## src/rtl/rr_sel_gen.sv

```systemverilog
// rr_sel_gen: round-robin arbiter over 8 requests producing a registered 3-bit decoder select plus valid.
// Define RR_SEL_TIMEOUT_EN to add a HOLD_MAX-cycle grant timeout and the tmo pulse output.
module rr_sel_gen #(
    parameter int HOLD_MAX = 4
) (
    input  logic       clk,
    input  logic       rst,
    input  logic [7:0] req,
    input  logic       done,
    output logic [2:0] sel,
    output logic       valid,
    output logic       busy
`ifdef RR_SEL_TIMEOUT_EN
   ,output logic       tmo
`endif
);
    typedef enum logic {IDLE, GRANT} state_t;
    state_t     state, state_nx;
    logic [2:0] ptr, pick;
    logic       to_hit, rel;
    if (HOLD_MAX < 1 || HOLD_MAX > 255) begin : g_bad_hold
        $error("HOLD_MAX must be in 1..255");
    end
    // Descending scan so the channel closest to ptr wins.
    always_comb begin
        pick = ptr;
        for (int i = 7; i >= 0; i--)
            if (req[3'(ptr + 3'(i))]) pick = 3'(ptr + 3'(i));
    end
    assign rel      = done | ~req[sel] | to_hit;
    assign state_nx = (state == IDLE) ? ((|req) ? GRANT : IDLE) : (rel ? IDLE : GRANT);
    assign busy     = valid;
    always_ff @(posedge clk or posedge rst) begin
        if (rst) begin
            state <= IDLE;
            sel   <= 3'd0;
            valid <= 1'b0;
            ptr   <= 3'd0;
        end else begin
            state <= state_nx;
            valid <= (state_nx == GRANT);
            if (state == IDLE && |req) sel <= pick;
            if (state == GRANT && rel) ptr <= sel + 3'd1;
        end
    end
`ifdef RR_SEL_TIMEOUT_EN
    logic [7:0] cnt;
    assign to_hit = (state == GRANT) && (cnt == 8'(HOLD_MAX - 1));
    always_ff @(posedge clk or posedge rst) begin
        if (rst) begin
            cnt <= 8'd0;
            tmo <= 1'b0;
        end else begin
            cnt <= (state == GRANT && state_nx == GRANT) ? cnt + 8'd1 : 8'd0;
            tmo <= to_hit & ~done & req[sel];
        end
    end
`else
    assign to_hit = 1'b0;
`endif
endmodule

```

## config.mk

```make
export PLATFORM = sky130hd
export DESIGN_NAME = rr_sel_gen
export DESIGN_NICKNAME = d
export VERILOG_FILES = /design/src/rtl/rr_sel_gen.sv
export SDC_FILE = /design/constraint.sdc
export NUM_CORES = 1
export LEC_CHECK = 0
export ABC_AREA = 1
export BUFFER_PORTS_ARGS = -buffer_cell sky130_fd_sc_hd__buf_2
export CAP_MARGIN = 10
export CORE_UTILIZATION = 40
export DETAILED_ROUTE_END_ITERATION = 6
export PLACE_DENSITY = 0.57
export RECOVER_POWER = 25
export SYNTH_ARGS = -nofsm -noshare
export SYNTH_HDL_FRONTEND = slang
export SYNTH_SLANG_ARGS = --single-unit
export TNS_END_PERCENT = 5
```

## constraint.sdc

```tcl
create_clock -name clk -period 5.73 [get_ports clk]
set_input_delay 0.2865 -clock clk [delete_from_list [all_inputs] [get_ports clk]]
set_output_delay 0.2865 -clock clk [all_outputs]
set_load 0.03 [all_outputs]
```

==> results of run 1 <==
## cell usage after synthesis
cell      count  area (sq um)
a21boi_1      1          7.51
a21oi_1       9          45.0
a31oi_1       2          12.5
and3_1        1          6.26
buf_4         2          15.0
buf_6         2          22.5
dfrtp_1       7           175
ha_1          3          37.5
inv_1        16          60.1
inv_2         4          15.0
inv_4         1          6.26
mux2i_1       1          10.0
nand2_1      63           236
nand3_1      30           150
nand3_2       4          40.0
nor2_1       11          41.3
nor4_1        1          6.26
o211ai_1      1          7.51
o21ai_0       6          30.0
o21bai_1      1          7.51
o221ai_1      1          8.76
o32ai_1       1          8.76
xnor2_1       2          17.5
xnor2_2       1          16.3
## critical path, cell delays in order (launching register included)
cell and delay [ns]:
dfrtp_1 0.54, inv_2 0.16, ha_1 0.43, inv_2 0.15, nand3_1 0.12, nand3_1 0.16
nand2_1 0.08, nand2_1 0.07, nand2_1 0.04, nand2_1 0.05, nand2_1 0.04, nand2_1 0.06
nand2_1 0.08, nand2_1 0.06, nand2_1 0.05, nand3_1 0.08, nand2_1 0.06
## placed cells by master (no fill, tap or decap)
cell,Yosys,routed
a21boi_1,1,1
a21oi_1,9,9
a31oi_1,2,2
and3_1,1,1
buf_2,0,15
clkbuf_4,0,3
clkinv_2,0,1
dfrtp_1,7,7
dlygate4sd3_1,0,1
ha_1,3,3
inv_1,16,16
inv_2,4,4
inv_4,1,1
mux2i_1,1,1
nand2_1,63,63
nand3_1,30,30
nand3_2,4,4
nor2_1,11,11
nor4_1,1,1
o211ai_1,1,1
o21ai_0,6,6
o21bai_1,1,1
o221ai_1,1,1
o32ai_1,1,1
xnor2_1,2,2
xnor2_2,1,1
## cell families (layout without fill, tap and decap cells)
logic type / after synthesis / count (layout) / synth area share (%)
muxes: 1 / 1 / 1.02
xor gates and xnor gates: 3 / 3 / 3.44
buffers and inverters: 25 / 41 / 12.1
and+or+nand+nor: 110 / 110 / 48.9
adders and majority gates: 3 / 3 / 3.82
DFF: 7 / 7 / 17.8
AOI/OAI and AO/OA: 22 / 22 / 13.0
## registers in the layout, summed over array words and instances (netlist names)
name	count
ptr	3
sel	3
state	1
## stage by stage
| stage | utilization [%] | hold WS [ns] | instances | instance area, sq um | setup slack (ns) |
|---|---|---|---|---|---|
| floorplan | - | 0.0899 | 171 | 983 | 3.85 |
| global placement | 46.8 | 0.239 | 210 | 1060 | 3.42 |
| detailed placement | 46.8 | 0.248 | 210 | 1060 | 3.40 |
| CTS | 48.5 | 0.391 | 215 | 1090 | 3.38 |
| global route | 48.5 | 0.417 | 215 | 1090 | 3.15 |
| finish | 48.5 | 0.391 | 215 | 1090 | 3.39 |
## per-layer routing
layer / global-route usage, % / vias up
li1: - / 600
met2: 43.3 / 38
met1: 30.1 / 515
met3: 3.51 / 2
met5: 0 / -
met4: 5.86 / 0
## final timing paths
check | end | startpoint | cells after the start
min reg2reg | state$_DFF_PP0_ | state$_DFF_PP0_ | 2
min | state$_DFF_PP0_ | done | 4
min in group asynchronous | ptr[0]$_DFFE_PP0P_ | rst | 3
max | sel[0]$_DFFE_PP0P_ | ptr[0]$_DFFE_PP0P_ | 16
max reg2reg | sel[0]$_DFFE_PP0P_ | ptr[0]$_DFFE_PP0P_ | 16
max in group asynchronous | sel[2]$_DFFE_PP0P_ | rst | 3
## area by class of cell
type                    instances  area, sq um  share of cell area, %
clock buffers                   3         22.5                   2.06
clock inverters                 1         5.00                  0.458
inverters                      21         81.3                   7.44
multi-input cells             139          689                   63.0
flip-flops and latches          7          175                   16.0
well taps                      28         35.0                   3.20
repair buffers                 16         85.1                   7.78
==> results_dict.tcl, run 1 <==
set metrics [dict create \
    dr.pass1.iters 5 \
    gp_congestion 0.872 \
    layout_min_cycle_time_ns 2.34 \
    rows 17 \
    maxCapViolCount 0 \
    grt_max_degree 13 \
    timing.slew.headroom_pct 67.1 \
    cts_resized 0 \
    fin_skew_ns 0.00120 \
    arrival_ns 2.49 \
    die_area_sq_um 2660 \
    fin_tns_setup_ns 0 \
    max_slew.worst_pin.slew_ns 0.488 \
    outcome "finished clean" \
    start_util_pct 43.6 \
    clock_path_buffers 2 \
    clock_latency_ns 0.25 \
    die_y_microns 51.6 \
    worstSetupPathType "reg -> reg" \
    routed-wl-met3_microns 112 \
    ys_seq_area_share_pct 17.8 \
    drive_gt1_share_pct 15.5 \
    htreeDepth 1 \
    pin_count 16 \
    syn_area_sq_um 983 \
    reg2reg_slack_ns 3.39 \
    dp_hpwl_microns 2280 \
    synth_cell_types 24 \
    clock-root-buffer "clkbuf_4" \
    synth_area_per_cell_sq_um 5.75 \
    final_nets 202 \
    routedLengthMet1_microns 1240 \
    syn_inst 171 \
    core_sq_um 2250 \
    rsz0062_at_grt "no" \
    vias 1155 \
    syn_nets 185 \
    grt_usage_pct 24.2 \
    drt_iter0_markers 67 \
    numPortBuffers 15 \
    ys_warn_count 0 \
    cp_data_required_time_ns 5.88 \
    post_cts_buffers 0 \
    grt_pass1_wl_microns 4730 \
    diodes 0 \
    crit_path_end_kind "flop" \
    cts.clk_slew.worst_paths_ns 0.06 \
    synth_seq_cells 7 \
    vias_per_cell 5.37 \
    setup_viol 0 \
    dieWidth_microns 51.6 \
    top_layer_used "met4" \
    clock_sinks 7 \
    numCtsBuffers 3 \
    wl_microns 2740 \
    grt_antenna_before_repair 0 \
    cts_hold_buf 1 \
    fill_cells 265 \
    wl_met2_microns 1370 \
    syn_to_final_growth_pct 11.2 \
    hold_violations 0 \
    hold_path_class "in -> reg" \
    drc_errors 0 \
    first_global_vias 1052 \
    cts_tree "built" \
    post-route-period-util_pct 40.9 \
    detail-route-antenna-nets 0 \
    clock.fmax_ghz 0.427 \
    critPathMaxFanout 12 \
    slew_violations 0 \
    startpoint_type "flop" \
    drt-wirelength-per-cell_microns 12.7 \
    overflow 0 \
]
Power of run 1 is left out: the tool's default activity adds up to more than one toggle a clock period on the data nets, which glitch-free logic cannot reach.
==> run 2, diff against run 1 <==
Settings changed: PLACE_DENSITY 0.57 to 0.59.
Clock period 5.73 ns to 1.9 ns, I/O delays scaled along.
==> run 2 against run 1 <==
Against the previous run: register-to-register slack worse by 3.3 ns; critical path depth unchanged; sequential share of layout area is 2.3 points lower; first-iteration DRC count fell by 28%; via count increased by 6.8%; non-clock buffer count grew 14; clock-buffer cell count grew 1.
==> results_dict.tcl, run 2 (synthesis results as in run 1) <==
set metrics [dict create \
    multiInputGateArea_sq_um 763 \
    layout_common_cells "nand2_1 (61), nand3_1 (25), inv_1 (15), buf_2 (15), buf_4 (12)" \
    timing.slew.headroom_pct 79.5 \
    top_regs "ptr (3), sel (3), state (1)" \
    startpoint_type "flop" \
    wl_microns 3090 \
    crit_buf_inv 3 \
    critPathMaxStageDelay_ns 0.39 \
    die_y_microns 51.6 \
    clock_sinks 7 \
    maxCapViolCount 0 \
    vias 1234 \
    clock_latency_ns 0.25 \
    clock_path_buffers 2 \
    final_nets 216 \
    crit_path_end_kind "flop" \
    slew_violations 0 \
    diodes 0 \
    worstRegToRegCells 16 \
    setup_viol 0 \
    fin_util_pct 56.9 \
    reg2reg_slack_ns 0.1 \
    gp_congestion 0.853 \
    arrival_ns 1.94 \
    drive_gt1_share_pct 26.9 \
    hold_depth 4 \
    timing.rr.start "ptr[0]$_DFFE_PP0P_" \
    syn_to_final_growth_pct 30.4 \
    dieWidth_microns 51.6 \
    detail-route-antenna-nets 0 \
    numPortBuffers 15 \
    crit_top_cell "nand2_1" \
    crit_chain "buf_6 > buf_4 > nand2_1 > nand3_1 > nand3_1 > nand2_1 > inv_1 > nand2_1 > nand2_1 > nand2_1 > nand2_1 > nand2_1 > nand2_2 > nand3_1 > nand3_1 > nand2_1" \
    crit_family "simple AND/OR/NAND/NOR gates" \
    drc_errors 0 \
    htreeDepth 1 \
    vias_per_cell 5.39 \
    grt_pass1_wl_microns 4820 \
    numCtsBuffers 3 \
    drt_iter0_markers 48 \
    core_sq_um 2250 \
    cts.clk_slew.worst_paths_ns 0.05 \
    hold_end "state$_DFF_PP0_" \
    start_util_pct 43.6 \
    final_common_cell "nand2_1" \
    rr_endpoint "sel[0]$_DFFE_PP0P_" \
    fin_cells 229 \
    placed_cells 217 \
    overflow 0 \
    clock.fmax_ghz 0.555 \
    pin_count 16 \
    die_area_sq_um 2660 \
    clock-root-buffer "clkbuf_4" \
    layout_min_cycle_time_ns 1.80 \
    rsz0062_at_grt "yes" \
    dr.pass1.iters 4 \
    grt_usage_pct 24.6 \
    crit_path_top_delay_cell "dfrtp_1" \
    dp_hpwl_microns 2330 \
    cts_tree "built" \
    register_area_sq_um 176 \
    grt_max_degree 12 \
    fill_cells 228 \
    max_slew.worst_pin.slew_ns 0.306 \
    whs_ns 0.200 \
    grt_antenna_before_repair 0 \
    first_global_vias 1081 \
    outcome "finished clean" \
    hold_path.startpoint "done" \
    rows 17 \
    fin_skew_ns 0.00123 \
    drt-wirelength-per-cell_microns 13.5 \
    critPathMaxFanout 5 \
    hold_path_class "in -> reg" \
    hold_violations 0 \
    post-route-period-util_pct 94.9 \
    cp_data_required_time_ns 2.04 \
    worstSetupPathType "reg -> reg" \
]
==> run 2: cell count changes in the layout (fill, tap and decap cells not counted), sizes merged <==
| cell | delta |
|---|---|
| clkinv | -1 |
| buf | +14 |
| clkbuf | +1 |
==> run 2: per-layer routing <==
metal	global-route usage [%]	wire length [microns]	vias up
met4	7.66	66	0
met5	0	0	-
met2	42.4	1490	46
met3	3.51	181	11
met1	31.3	1360	556
li1	-	-	621
==> run 2: final cells by class <==
| cell class | instances | area share, % |
|---|---|---|
| tap | 28 | 2.73 |
| sequential | 7 | 13.8 |
| multi-input combinational | 139 | 59.5 |
| timing repair buffer | 30 | 15.4 |
| clock buffer | 4 | 2.05 |
| inverter | 21 | 6.54 |
==> run 2: tightest hold or removal path: cells and delay by family <==
kind / cells / cell delay [ns]
AOI/OAI and AO/OA: 2 / 0.20
buffers and inverters: 2 / 0.10
==> run 2: worst max-delay path by stage <==
| stage | from | endpoint | depth (start not counted) |
|---|---|---|---|
| after CTS | ptr[1]$_DFFE_PP0P_ | sel[0]$_DFFE_PP0P_ | 15 |
| after detailed placement | ptr[1]$_DFFE_PP0P_ | sel[0]$_DFFE_PP0P_ | 15 |
| after global placement | ptr[1]$_DFFE_PP0P_ | sel[0]$_DFFE_PP0P_ | 14 |
| final | ptr[0]$_DFFE_PP0P_ | sel[0]$_DFFE_PP0P_ | 16 |
| after global routing | ptr[0]$_DFFE_PP0P_ | sel[0]$_DFFE_PP0P_ | 16 |
| after floorplan | ptr[1]$_DFFE_PP0P_ | sel[0]$_DFFE_PP0P_ | 17 |
==> run 2: what timing repair did <==
item	4_1_cts	5_1_grt
setup endpoints to repair	1	3
hold buffers	1	0
endpoints found under the hold margin	7	0
gates resized for setup	3	16
pin swaps	0	4
setup buffers	0	7
==> run 2: metrics by stage <==
stage / cell area [sq um] / setup TNS, ns / setup slack, ns
CTS: 1150 / 0 / 0.00825
finish: 1280 / 0 / 0.0975
global placement: 1110 / 0 / 0.0420
global route: 1280 / -0.0476 / -0.0447
floorplan: 983 / 0 / 0.0153
detailed placement: 1110 / -0.00806 / -0.00806
Power of run 2 is left out for the same reason.
==> run 3, diff against run 2 <==
Settings changed: BUFFER_PORTS_ARGS -buffer_cell sky130_fd_sc_hd__buf_2 to -buffer_cell sky130_fd_sc_hd__clkbuf_2, CTS_BUF_LIST from default to sky130_fd_sc_hd__clkbuf_4 sky130_fd_sc_hd__clkbuf_8, GPL_TIMING_DRIVEN from default to 0.
==> run 3 against run 2 <==
Against the previous run: the run now ends with negative setup slack left; non-clock buffer count down 7; final area down 3.5%; utilization down 2.0 points; sequential share of layout area up 0.40 points; worst setup slack worse by 0.12 ns; worst hold slack worse by 0.016 ns; maximum frequency down 6.3%; via count down 0.57%; critical path type unchanged.
==> results_dict.tcl, run 3 (synthesis results as in run 1) <==
set metrics [dict create \
    outcome "complete, but fails checks" \
    violations "negative setup slack" \
    diodes 0 \
    reg2reg_slack_ns -0.02 \
    fin_tns_setup_ns -0.0243 \
    drc_errors 0 \
    start_util_pct 43.6 \
    grt_antenna_before_repair 0 \
    grt_max_degree 11 \
    crit_chain "buf_6 > inv_8 > ha_4 > inv_6 > nand3_4 > nand3_2 > buf_4 > nand2_1 > a21boi_1 > o21bai_1 > nand2_1 > nand2_1 > nand2_1 > nand2_1 > a21oi_1" \
    wl_microns 3010 \
    crit_buf_inv 4 \
    maxCapViolCount 0 \
    startpoint_type "flop" \
    pin_count 16 \
    detail-route-antenna-nets 0 \
    drt_iter0_markers 38 \
    vias 1227 \
    arrival_ns 2.06 \
    timing.rr.start "ptr[1]$_DFFE_PP0P_" \
    slew_violations 0 \
    drive_gt1_share_pct 23.7 \
    htreeDepth 1 \
    clock-root-buffer "clkbuf_4" \
    drt-wirelength-per-cell_microns 13.6 \
    layout_common_cells "nand2_1 (62), nand3_1 (23), inv_1 (16), clkbuf_2 (15), nor2_1 (11)" \
    grt_usage_pct 23.8 \
    crit_path_end_kind "flop" \
    fin_skew_ns 0.00161 \
    grt_pass1_wl_microns 4820 \
    cp_data_required_time_ns 2.03 \
    crit_family "simple AND/OR/NAND/NOR gates" \
    post-route-period-util_pct 101 \
    dr.pass1.iters 4 \
    hold_violations 0 \
    syn_to_final_growth_pct 25.8 \
    vias_per_cell 5.53 \
    worstRegToRegCells 15 \
    fin_ws_ns -0.0243 \
    final_nets 209 \
    die_area_sq_um 2660 \
    crit_start "ptr[1]$_DFFE_PP0P_" \
    worstSetupPathType "reg -> reg" \
    dieWidth_microns 51.6 \
    clock_path_buffers 2 \
    critPathMaxFanout 10 \
    first_global_vias 1081 \
    max_slew.worst_pin.slew_ns 0.501 \
    rsz0062_at_grt "yes" \
    overflow 0 \
    clock.fmax_ghz 0.520 \
    setup_viol 1 \
    layout_min_cycle_time_ns 1.92 \
    rr_endpoint "sel[2]$_DFFE_PP0P_" \
    rows 17 \
    worstSetupPathDepth 15 \
    cts_tree "built" \
    clock_latency_ns 0.25 \
    crit_path_top_delay_cell "dfrtp_1" \
    cts.clk_slew.worst_paths_ns 0.05 \
    timing.slew.headroom_pct 66.2 \
    setup.worst_path.end "sel[2]$_DFFE_PP0P_" \
    clock_sinks 7 \
    crit_top_cell "nand2_1" \
    critPathMaxStageDelay_ns 0.35 \
    numCtsBuffers 3 \
    hold_path_class "in -> reg" \
    die_y_microns 51.6 \
    numPortBuffers 15 \
    final_common_cell "nand2_1" \
    top_regs "ptr (3), sel (3), state (1)" \
    dp_hpwl_microns 2200 \
    gp_congestion 0.885 \
    core_sq_um 2250 \
    dp_slack_ns -0.305 \
]
## run 3: changes by cell type in the layout (fill, tap and decap cells not counted), moves of 2 or more
cell / change
buf_2: -15
clkbuf_2: +15
buf_4: -8
nand3_1: -2
inv_2: -2
## run 3: worst min path at each step
stage               start                 end  slack [ns]  depth (start not counted)
floorplan             rst  ptr[0]$_DFFE_PP0P_       -0.10                          1
global placement      rst     state$_DFF_PP0_        0.02                          2
detailed placement    rst     state$_DFF_PP0_        0.03                          2
CTS                  done     state$_DFF_PP0_        0.18                          4
global route         done     state$_DFF_PP0_        0.23                          4
finish               done     state$_DFF_PP0_        0.18                          4
## run 3: final cells by class
cell class | instances | area (sq um)
Fill cell | 247 | 1020
Multi-Input combinational cell | 139 | 754
Sequential cell | 7 | 175
Timing Repair Buffer | 19 | 108
Inverter | 21 | 93.8
Buffer | 4 | 41.3
Tap cell | 28 | 35.0
Clock buffer | 4 | 30.0
## run 3: timing repair
item                                    4_1_cts  5_1_grt
hold buffers                                  1        0
endpoints found under the setup margin        3        3
resized for setup                            13        5
setup buffers                                 2        1
pin swaps                                     2        2
hold endpoints to repair                      7        0
## run 3: per-layer routing
| metal | GRT usage, % | part of all wire, % | vias up |
|---|---|---|---|
| met4 | 4.05 | 0.20 | 0 |
| li1 | - | - | 609 |
| met2 | 44.8 | 52 | 42 |
| met5 | 0 | 0 | - |
| met1 | 30.2 | 44 | 574 |
| met3 | 0.877 | 4.0 | 2 |
## run 3: tightest hold or removal path, delay by kind of cell
| family | cells | cell delay [ns] |
|---|---|---|
| buffers and inverters | 2 | 0.10 |
| AOI/OAI and AO/OA | 2 | 0.18 |
## run 3: per-stage QoR
stage	util (%)	std cells	hold WS, ns	cell area (sq um)
after floorplan	-	171	-0.102	983
final	54.9	222	0.184	1240
after CTS	53.4	221	0.183	1200
after global routing	54.9	222	0.226	1240
after global placement	48.5	214	0.0189	1090
after detailed placement	48.5	214	0.0261	1090
Power of run 3 is left out for the same reason.
